$ cat src/rtl/pipe_ifid_pkg.sv
// Shared IF/ID pipeline definitions: datapath width defaults, the NOP value
// and the IF/ID buffer state encoding.
package pipe_ifid_pkg;

  localparam int INST_W_DEF = 32;
  localparam int PC_W_DEF   = 32;

  localparam logic [31:0] NOP_INST_DEF = 32'h0000_0000;

  localparam logic [1:0] EMPTY_ENC = 2'd0;
  localparam logic [1:0] ONE_ENC   = 2'd1;
  localparam logic [1:0] TWO_ENC   = 2'd2;

  typedef enum logic [1:0] {
    EMPTY = EMPTY_ENC,
    ONE   = ONE_ENC,
    TWO   = TWO_ENC
  } ifid_state_e;

endpackage

$ cat src/rtl/pipe_ifid_entry.sv
// One (inst, pc) storage slot of the IF/ID skid buffer.
// Loads on load=1 and clears asynchronously on clrn=0.
module pipe_ifid_entry
  import pipe_ifid_pkg::*;
#(
  parameter int INST_W = INST_W_DEF,
  parameter int PC_W   = PC_W_DEF
) (
  input  logic              clk,
  input  logic              clrn,
  input  logic              load,
  input  logic [INST_W-1:0] d_inst,
  input  logic [PC_W-1:0]   d_pc,
  output logic [INST_W-1:0] q_inst,
  output logic [PC_W-1:0]   q_pc
);

  logic [INST_W-1:0] inst_d, inst_q;
  logic [PC_W-1:0]   pc_d, pc_q;

  always_comb begin
    inst_d = inst_q;
    pc_d   = pc_q;
    if (load) begin
      inst_d = d_inst;
      pc_d   = d_pc;
    end
  end

  always_ff @(posedge clk or negedge clrn) begin
    if (!clrn) begin
      inst_q <= '0;
      pc_q   <= '0;
    end else begin
      inst_q <= inst_d;
      pc_q   <= pc_d;
    end
  end

  assign q_inst = inst_q;
  assign q_pc   = pc_q;

endmodule

$ cat src/rtl/pipe_ifid_buffer.sv
// IF/ID 2-entry skid buffer (main + skid) with valid/ready on both sides.
// Optional stall/flush counters are built when PIPE_IFID_STALL_CNT_EN is defined.
module pipe_ifid_buffer
  import pipe_ifid_pkg::*;
#(
  parameter int                INST_W   = INST_W_DEF,
  parameter int                PC_W     = PC_W_DEF,
  parameter logic [INST_W-1:0] NOP_INST = INST_W'(NOP_INST_DEF)
) (
  input  logic              clk,
  input  logic              clrn,
  input  logic              if_valid,
  input  logic [INST_W-1:0] if_inst,
  input  logic [PC_W-1:0]   if_pc,
  output logic              if_ready,
  output logic              id_valid,
  output logic [INST_W-1:0] id_inst,
  output logic [PC_W-1:0]   id_pc,
  input  logic              id_ready,
  input  logic              flush
`ifdef PIPE_IFID_STALL_CNT_EN
  ,
  output logic [31:0]       stall_cnt,
  output logic [15:0]       flush_cnt
`endif
);

  ifid_state_e state_d, state_q;

  logic              accept, consume;
  logic              main_load, main_from_skid, skid_load;
  logic [INST_W-1:0] main_inst, skid_inst, main_d_inst;
  logic [PC_W-1:0]   main_pc, skid_pc, main_d_pc;

  // Handshake outputs come only from registered state, never from id_ready.
  assign if_ready = (state_q != TWO);
  assign id_valid = (state_q != EMPTY);
  assign accept   = if_valid & if_ready;
  assign consume  = id_valid & id_ready;

  always_comb begin
    state_d        = state_q;
    main_load      = 1'b0;
    main_from_skid = 1'b0;
    skid_load      = 1'b0;
    if (flush) begin
      state_d = EMPTY;
    end else begin
      case (state_q)
        EMPTY: begin
          if (accept) begin
            state_d   = ONE;
            main_load = 1'b1;
          end
        end
        ONE: begin
          if (accept && consume) begin
            main_load = 1'b1;
          end else if (accept) begin
            state_d   = TWO;
            skid_load = 1'b1;
          end else if (consume) begin
            state_d = EMPTY;
          end
        end
        TWO: begin
          if (consume) begin
            state_d        = ONE;
            main_load      = 1'b1;
            main_from_skid = 1'b1;
          end
        end
        default: state_d = EMPTY;
      endcase
    end
  end

  always_ff @(posedge clk or negedge clrn) begin
    if (!clrn) state_q <= EMPTY;
    else       state_q <= state_d;
  end

  assign main_d_inst = main_from_skid ? skid_inst : if_inst;
  assign main_d_pc   = main_from_skid ? skid_pc   : if_pc;

  pipe_ifid_entry #(.INST_W(INST_W), .PC_W(PC_W)) u_main (
    .clk    (clk),
    .clrn   (clrn),
    .load   (main_load),
    .d_inst (main_d_inst),
    .d_pc   (main_d_pc),
    .q_inst (main_inst),
    .q_pc   (main_pc)
  );

  pipe_ifid_entry #(.INST_W(INST_W), .PC_W(PC_W)) u_skid (
    .clk    (clk),
    .clrn   (clrn),
    .load   (skid_load),
    .d_inst (if_inst),
    .d_pc   (if_pc),
    .q_inst (skid_inst),
    .q_pc   (skid_pc)
  );

  assign id_inst = id_valid ? main_inst : NOP_INST;
  assign id_pc   = main_pc;

`ifdef PIPE_IFID_STALL_CNT_EN
  logic [31:0] stall_cnt_d, stall_cnt_q;
  logic [15:0] flush_cnt_d, flush_cnt_q;

  // Stall count wraps naturally; flush count saturates.
  always_comb begin
    stall_cnt_d = stall_cnt_q;
    flush_cnt_d = flush_cnt_q;
    if (id_valid && !id_ready && !flush)
      stall_cnt_d = stall_cnt_q + 32'd1;
    if (flush && (state_q != EMPTY) && (flush_cnt_q != 16'hFFFF))
      flush_cnt_d = flush_cnt_q + 16'd1;
  end

  always_ff @(posedge clk or negedge clrn) begin
    if (!clrn) begin
      stall_cnt_q <= '0;
      flush_cnt_q <= '0;
    end else begin
      stall_cnt_q <= stall_cnt_d;
      flush_cnt_q <= flush_cnt_d;
    end
  end

  assign stall_cnt = stall_cnt_q;
  assign flush_cnt = flush_cnt_q;
`endif

endmodule
$ cat config.mk
export PLATFORM = sky130hd
export DESIGN_NAME = pipe_ifid_buffer
export DESIGN_NICKNAME = d
export VERILOG_FILES = /design/src/rtl/pipe_ifid_pkg.sv /design/src/rtl/pipe_ifid_entry.sv /design/src/rtl/pipe_ifid_buffer.sv
export SDC_FILE = /design/constraint.sdc
export NUM_CORES = 1
export LEC_CHECK = 0
export CAP_MARGIN = 30
export CELL_PAD_IN_SITES_DETAIL_PLACEMENT = 1
export CELL_PAD_IN_SITES_GLOBAL_PLACEMENT = 1
export CORE_MARGIN = 3
export CORE_UTILIZATION = 41
export CTS_CLUSTER_SIZE = 8
export DETAILED_ROUTE_END_ITERATION = 7
export GPL_TIMING_DRIVEN = 0
export PLACE_DENSITY = 0.83
export SYNTH_ARGS = -nofsm -noshare
export SYNTH_HDL_FRONTEND = slang
export SYNTH_SLANG_ARGS = --single-unit
$ cat constraint.sdc
create_clock -name clk -period 2.1 [get_ports clk]
set_input_delay 0.42 -clock clk [delete_from_list [all_inputs] [get_ports clk]]
set_output_delay 0.42 -clock clk [all_outputs]
set_load 0.005 [all_outputs]
After elaboration in Yosys (flattened, before gate mapping)
Cells that the tools add are included.
{"block": "totals", "reg_bits": 130, "in_bits": 69, "output_inout_bits": 66, "wordCells": 38}
{"block": "op_classes", "n_eq_ne": 7, "muxes": 20, "bitwise": 2, "reduce_logical": 4}
{"operator": "2-to-1 mux 32 bit", "count": 3}
{"operator": "2-to-1 mux 2 bit", "count": 6}
{"operator": "2-to-1 mux 1 bit", "count": 9}
{"operator": "!= test 3 bit (second input constant)", "count": 3}
{"operator": "one-hot mux 2 bit (3 select lines)", "count": 1}
{"operator": "!= test 4 bit (second input constant)", "count": 1}
{"operator": "AND reduction 4 bit", "count": 1}
{"operator": "one-hot mux 1 bit (3 select lines)", "count": 1}
{"operator": "AND 1 bit", "count": 2}
{"operator": "equality test 2 x 1 -> 1 bit (second input constant)", "count": 1}
{"operator": "equality test 2 bit (second input constant)", "count": 1}
{"operator": "zero test 2 bit", "count": 1}
{"operator": "!= test 2 bit (second input constant)", "count": 1}
{"operator": "nonzero test 2 bit", "count": 1}
{"operator": "logical AND 1 bit", "count": 1}

Longest topological paths before layout
Gate-level depths: netlist (run 1).
{"block": "logic_depth", "ltp_word": 7, "depth_mapped": 6, "depth_no_buf": 4}

By module
Synthesis (run 1) repeated with hierarchy kept, for this count alone.
{"block": "unflattened", "cells_unflattened": 392, "hier_area_um2": 6789.0}
{"module": "pipe_ifid_entry", "instances": 2, "cells_per_inst": 135, "area_each_um2": 2678.8, "seq_area_each_um2": 1601.5}
{"module": "pipe_ifid_buffer", "instances": 1, "cells_per_inst": 122, "area_each_um2": 1431.4, "seq_area_each_um2": 50.0}

Least setup slack after synthesis (run 1)
No wires, ideal clock.
{"block": "synth_path", "path_type": "register to register", "from": "register state_q[0]", "to": "register u_main.inst_q[22] (netlist: u_main.q_inst[22])", "setup_time_ns": 0.125, "arrival_ns": 1.708, "t_required_ns": 1.975, "path_slack_ns": 0.267, "stages_incl_launch_ff": 7, "path_buffers": 2, "period_less_slack_ns": 1.833, "cell_sequence": "dfrtp_1 -> buf_2 -> or2b_4 -> nor2_8 -> buf_4 -> mux2_2 -> mux2_2"}
{"block": "synth_via", "elab_chain_cells": 6, "word_cells_on_any_way": 16, "cone_classes": "eq/ne (3); mux (8); bitwise (2); reduce/logical (3)"}
{"item": "start, declared", "line": "pipe_ifid_buffer.sv:28", "rtl": "ifid_state_e state_d, state_q;"}
{"item": "start signal, assigned", "line": "pipe_ifid_buffer.sv:80", "rtl": "else state_q <= state_d;"}
{"item": "!= test 2 bit *", "line": "pipe_ifid_buffer.sv:36", "rtl": "assign if_ready = (state_q != TWO);"}
{"item": "net if_ready", "line": "pipe_ifid_buffer.sv:15", "rtl": "output logic if_ready,"}
{"item": "AND 1 bit *", "line": "pipe_ifid_buffer.sv:38", "rtl": "assign accept = if_valid & if_ready;"}
{"item": "logical AND 1 bit", "line": "pipe_ifid_buffer.sv:57", "rtl": "if (accept && consume) begin"}
{"item": "2-to-1 mux 1 bit", "line": "pipe_ifid_buffer.sv:57"}
{"item": "one-hot mux 1 bit (3 select lines) *", "line": "pipe_ifid_buffer.sv:49", "rtl": "case (state_q)"}
{"item": "2-to-1 mux 1 bit *", "line": "pipe_ifid_buffer.sv:46", "rtl": "if (flush) begin"}
{"item": "end signal, assigned", "line": "pipe_ifid_entry.sv:35", "rtl": "inst_q <= inst_d;"}
{"item": "end, declared", "line": "pipe_ifid_entry.sv:18", "rtl": "logic [INST_W-1:0] inst_d, inst_q;"}
The timed path passes the listed nets; every way through them passes the cells marked *.
A chain may end at the register's enable or synchronous reset.

Worst setup path in the final report (run 1)
{"block": "layout_path", "from": "register state_q[0]", "to": "output id_inst[13]"}
{"block": "layout_via", "elab_chain_cells": 2}
{"item": "nonzero test 2 bit", "line": "pipe_ifid_buffer.sv:37", "rtl": "assign id_valid = (state_q != EMPTY);"}
{"item": "2-to-1 mux 32 bit", "line": "pipe_ifid_buffer.sv:106", "rtl": "assign id_inst = id_valid ? main_inst : NOP_INST;"}
{"item": "end, declared", "line": "pipe_ifid_buffer.sv:17", "rtl": "output logic [INST_W-1:0] id_inst,"}
Every way passes these cells.

==> results of run 1 <==
-- final cells by class --
class / instances / area share [%]
buffer: 21 / 2.23
sequential: 130 / 39.5
clock inverter: 10 / 1.90
multi-input combinational: 242 / 30.5
inverter: 1 / 0.0456
tap: 180 / 2.74
clock buffer: 22 / 5.64
timing repair buffer: 145 / 17.4
-- flip-flops by register name, indices dropped and copies added (netlist names) --
name	cells
state_q	2
u_skid.q_pc	32
u_main.q_pc	32
u_main.q_inst	32
u_skid.q_inst	32
-- synth_stat cells, drive strengths merged --
cell / n / area (um2)
mux2: 192 / 2160
dfrtp: 130 / 3250
nor2b: 33 / 206
buf: 19 / 148
nor2: 4 / 31.3
clkbuf: 3 / 11.3
nand2b: 3 / 18.8
a21oi: 2 / 10.0
nand2: 2 / 7.51
a21boi: 1 / 7.51
a21o: 1 / 7.51
inv: 1 / 3.75
nand3: 1 / 5.00
o31ai: 1 / 21.3
or2b: 1 / 11.3
or3b: 1 / 8.76
-- path summary, 6_finish.rpt --
path / from / end / cells after the start
worst max-delay path: state_q[0] / id_inst[13] / 6
worst min-delay path: clrn / u_main.q_inst[25] / 1
worst max register to register: state_q[0] / u_main.q_inst[27] / 6
worst min register to register: u_main.q_inst[21] / u_main.q_inst[21] / 1
max in group asynchronous: clrn / state_q[1] / 2
min in group clk: u_main.q_inst[21] / u_main.q_inst[21] / 1
-- placed cells by master, fill, tap and decap left out, drive strengths merged --
cell type / n
dfrtp: 130
clkdlybuf4s50: 99
or3b: 1
clkdlybuf4s15: 15
nand2b: 3
nand2: 2
clkbuf: 22
nand3: 1
a21boi: 1
inv: 1
nor2: 4
or2b: 1
o31ai: 1
nor2b: 33
dlymetal6s2s: 2
clkinv: 5
bufinv: 4
a21o: 1
mux2: 192
a21oi: 2
clkinvlp: 1
dlygate4sd2: 17
buf: 33
-- per-layer routing --
layer  vias up  track usage (%)  wire (um)
met3        16             4.96        527
met2        80             31.5       7200
met1      1893             21.0       5820
li1       1730                -          -
met4         0             5.93        182
met5         -                0          0
-- timing repair --
| action | in CTS | in global routing |
|---|---|---|
| cloned | 0 | 0 |
| endpoints found under the setup margin | 34 | 92 |
| endpoints found under the hold margin | 0 | 0 |
| pin swaps | 1 | 2 |
| resized for setup | 50 | 18 |
| buffers inserted | 2 | 8 |
-- per-stage QoR --
stage	util, %	power [mW]
2_1_floorplan	-	4.18
3_5_place_dp	53.7	5.03
4_1_cts	58.3	8.16
3_3_place_gp	53.5	4.91
5_1_grt	58.8	8.47
6_report	58.8	8.07
-- logic make-up (layout without fill, tap and decap cells) --
logic type	count (synthesis)	in the layout	share of synthesized area, %
mux	192	192	36.6
flops	130	130	55.0
compound gates	5	5	0.783
simple gates	45	45	4.89
buf+inv	23	199	2.75
-- worst max-delay path, stage by stage, from the launching register on --
cell	delay [ns]
dfrtp_1	0.37
buf_6	0.14
nor2_4	0.13
buf_6	0.13
buf_8	0.13
nor2b_1	0.05
dlygate4sd2_1	0.25
-- power groups by stage --
stage	clock, mW	sequential [mW]	combinational [mW]
2_1_floorplan	0	3.37	0.808
5_1_grt	3.29	3.50	1.68
4_1_cts	3.17	3.42	1.56
3_3_place_gp	0	3.41	1.50
6_report	3.10	3.42	1.55
3_5_place_dp	0	3.46	1.57
==> impl_metrics.tcl, run 1 <==
set metrics [dict create \
    p_sw_share_pct 23.0 \
    htree_num_levels 4 \
    grt_pass1_wl_um 22100 \
    ant_nets 0 \
    min_path_type "in -> async" \
    cap_viol_max_count 0 \
    seq_area_frac_synth_pct 55.0 \
    clkSlewWorstSetupHoldPaths_ns 0.06 \
    gp_congestion 0.718 \
    slew_violations 0 \
    clockRootBuffer "clkbuf_16" \
    finalCriticalPeriod_ns 2.03 \
    clockPowerShare_pct 38.4 \
    crit_path_start_kind "flip-flop" \
    multi_input_area_um2 2510 \
    r2r_slack_ns 0.14 \
    critPathKind "reg -> out" \
    finalHoldViolations 0 \
    dp_hpwl_um 9580 \
    drc_errors 0 \
    final_cells 751 \
    first_pass_iters 4 \
    syn_nets 464 \
    slew-limit-headroom_pct 53.2 \
    cts_tree "built" \
    dpl_worst_slack_ns -0.411 \
    powerDensity_nw_per_um2 980 \
    yosys_register_bits 130 \
    fin_setup_tns_ns 0 \
    grt_start_max_net_pins 75 \
    finalClockSkew_ns 0.00642 \
    clock-sinks 130 \
    drive_above_1_share_pct 43.8 \
    clk_latency_ns 0.41 \
    p_seq_share_pct 42.4 \
    numCtsBuffers 17 \
    routed_wl_um 13700 \
    synthCells 395 \
    ys_types 20 \
    final_nets 627 \
    p_sw_mw 1.86 \
    endpoint_kind "output pin" \
    setup_viol 0 \
    vias 3719 \
    overflow 0 \
    tightest_slew_ns 0.702 \
    regArea_um2 3250 \
    grtUsageTotal_pct 17.9 \
    area_growth_pct 39.2 \
    grt_pass1_vias 4274 \
    antenna_found_initial 0 \
    core_area_um2 14000 \
    critPathMaxFanout 10 \
    combPwrFrac_pct 19.2 \
    p_leak_nw 3.56 \
    start_util_pct 42.3 \
    row_count 43 \
    diodes 0 \
    holdWs_ns 0.0168 \
    yosys_warnings 0 \
    fillers 1340 \
    io_pins 135 \
    wire_per_inst_um 18.3 \
    cp.required_ns 1.68 \
    die-area_um2 15900 \
    outcome "completed" \
    vias_per_cell 4.95 \
    postCtsHoldBufs 0 \
    internal_power_mw 6.21 \
    clock_path_buffers 2 \
    die_h_um 126 \
    fin_crit_sh_pct 96.7 \
    ir_drop_mv 0.641 \
    fin_ws_ns 0.0692 \
    crit_arrival_ns 1.61 \
    fmax_mhz 492 \
    placed_area_um2 7510 \
    avgSynthCellArea_um2 15.0 \
    dp_cells 710 \
    fp.dieW_um 126 \
    port_buffers 134 \
    netlist_area_um2 5910 \
    drt_iter0_drc 124 \
    final_area_um2 8230 \
]
Power figures use the tool's default switching activity.
==> inputs of run 2 (changes only) <==
Settings changed: CORE_UTILIZATION 41 to 35, CTS_CLUSTER_DIAMETER set to 100, PLACE_DENSITY 0.83 to 0.76.
Clock period 2.1 ns to 1.67 ns, I/O delays scaled along.
==> impl_metrics.tcl, run 2 (same netlist as run 1, synthesis figures left out) <==
set metrics [dict create \
    outcome "complete, but fails checks" \
    violations "negative setup slack" \
    final_nets 650 \
    crit_path_start_kind "flip-flop" \
    core_area_um2 16200 \
    cap_viol_max_count 0 \
    internal_power_mw 7.97 \
    p_seq_share_pct 41.4 \
    final_area_um2 9140 \
    io_pins 135 \
    critPathMaxFanout 10 \
    fin_setup_tns_ns -22.75 \
    start_util_pct 36.4 \
    grt_pass1_wl_um 24700 \
    rsz0062_at_grt "yes" \
    r2r-start "state_q[1]" \
    reg2reg_to "u_main.q_pc[15]" \
    finalHoldViolations 0 \
    dp_hpwl_um 9720 \
    fmax_mhz 513 \
    p_sw_mw 2.49 \
    wire_per_inst_um 19.4 \
    p_sw_share_pct 23.8 \
    p_total_mw 10.5 \
    clockRootBuffer "clkbuf_16" \
    cp-startpoint "state_q[1]" \
    drive_above_1_share_pct 50.8 \
    final_common_cell "dfrtp_1" \
    die-area_um2 18500 \
    drc_errors 0 \
    slew-limit-headroom_pct 57.0 \
    routed_wl_um 15700 \
    ir_drop_mv 0.660 \
    fp.dieW_um 136 \
    fin_crit_sh_pct 117 \
    placed_area_um2 7580 \
    min_path_type "reg -> reg" \
    slew_violations 0 \
    setup_viol 98 \
    grt_pass1_vias 4555 \
    powerDensity_nw_per_um2 1150 \
    endpoint_kind "flip-flop" \
    ff2ff_path_depth 7 \
    finalCriticalPeriod_ns 1.95 \
    antenna_found_initial 0 \
    vias_per_cell 4.83 \
    diodes 0 \
    htree_num_levels 4 \
    r2r_slack_ns -0.28 \
    row_count 46 \
    crit_arrival_ns 2.24 \
    postLayoutCoreUtil_pct 56.3 \
    die_h_um 136 \
    dpl_worst_slack_ns -0.758 \
    endpoint "u_main.q_pc[15]" \
    fin_ws_ns -0.280 \
    critPathKind "reg -> reg" \
    cp.required_ns 1.96 \
    holdWs_ns 0.501 \
    final_cells 809 \
    cts_tree "built" \
    final_cell_mix "128 x dfrtp_1, 109 x mux2_2, 97 x clkdlybuf4s50_1" \
    area_growth_pct 54.5 \
    dp_cells 746 \
    numCtsBuffers 17 \
    clkSlewWorstSetupHoldPaths_ns 0.06 \
    finalClockSkew_ns 0.00891 \
    vias 3911 \
    port_buffers 134 \
    ant_nets 0 \
    clockPowerShare_pct 35.9 \
    tightest_slew_ns 0.644 \
    gp_congestion 0.709 \
    drt_iter0_drc 125 \
    clock-sinks 130 \
    first_pass_iters 4 \
    p_leak_nw 4.13 \
    grt_start_max_net_pins 67 \
    combPwrFrac_pct 22.7 \
    clock_path_buffers 2 \
    grtUsageTotal_pct 17.3 \
    overflow 0 \
    clk_latency_ns 0.41 \
]
run 2: cell types whose count changed in the layout (fill, tap and decap cells not counted), sizes merged:
cell	before	now
buf	33	57
clkdlybuf4s15	15	0
clkbuf	22	29
dlygate4sd2	17	23
clkdlybuf4s50	99	97
clkinv	5	7
bufinv	4	3
dlygate4sd3	0	1
run 2: power groups by stage:
stage	Sequential, mW	Combinational [mW]	Clock [mW]
6_report	4.34	2.37	3.76
5_1_grt	4.44	2.55	4.01
4_1_cts	4.32	2.26	3.84
3_5_place_dp	4.35	1.99	0
3_3_place_gp	4.28	1.90	0
2_1_floorplan	4.24	1.02	0
run 2: cell type report:
cell class | count | area, um2
inverter | 1 | 3.75
fill | 1536 | 7100
multi-input combinational | 242 | 2880
clock inverter | 11 | 136
buffer | 19 | 292
sequential | 130 | 3260
timing repair buffer | 170 | 1840
clock buffer | 20 | 457
tap | 216 | 270
run 2: worst max-delay path, cell delays in order, from the launching register on:
cell and delay, ns:
dfrtp_2 0.42, or2b_4 0.32, buf_6 0.13, a21o_1 0.18, o31ai_4 0.11, buf_12 0.20, buf_12 0.15, mux2_2 0.33
run 2: how the worst min path moves through the flow:
stage               depth (start not counted)  slack, ns               from                end
floorplan                                   0       0.04               clrn         state_q[0]
global placement                            1       0.48  u_skid.q_inst[12]  u_skid.q_inst[12]
detailed placement                          1       0.38               clrn    u_main.q_pc[22]
CTS                                         1       0.50  u_main.q_inst[25]  u_main.q_inst[25]
global route                                1       0.52    u_skid.q_pc[21]    u_skid.q_pc[21]
finish                                      1       0.50  u_main.q_inst[14]  u_main.q_inst[14]
run 2: repair_timing:
action                                  4_1_cts  5_1_grt
pin swaps                                     3        1
cloned                                        5        4
endpoints found under the hold margin        64        0
hold buffers                                  1        0
gates resized for setup                     191       30
setup buffers                                23        2
endpoints found under the setup margin      158      162
run 2: metal layers:
| layer | wire, um | track usage (%) | vias up |
|---|---|---|---|
| met2 | 7960 | 29.9 | 87 |
| met1 | 6900 | 21.2 | 2041 |
| met3 | 634 | 4.07 | 14 |
| li1 | - | - | 1769 |
| met5 | 0 | 0 | - |
| met4 | 211 | 5.94 | 0 |
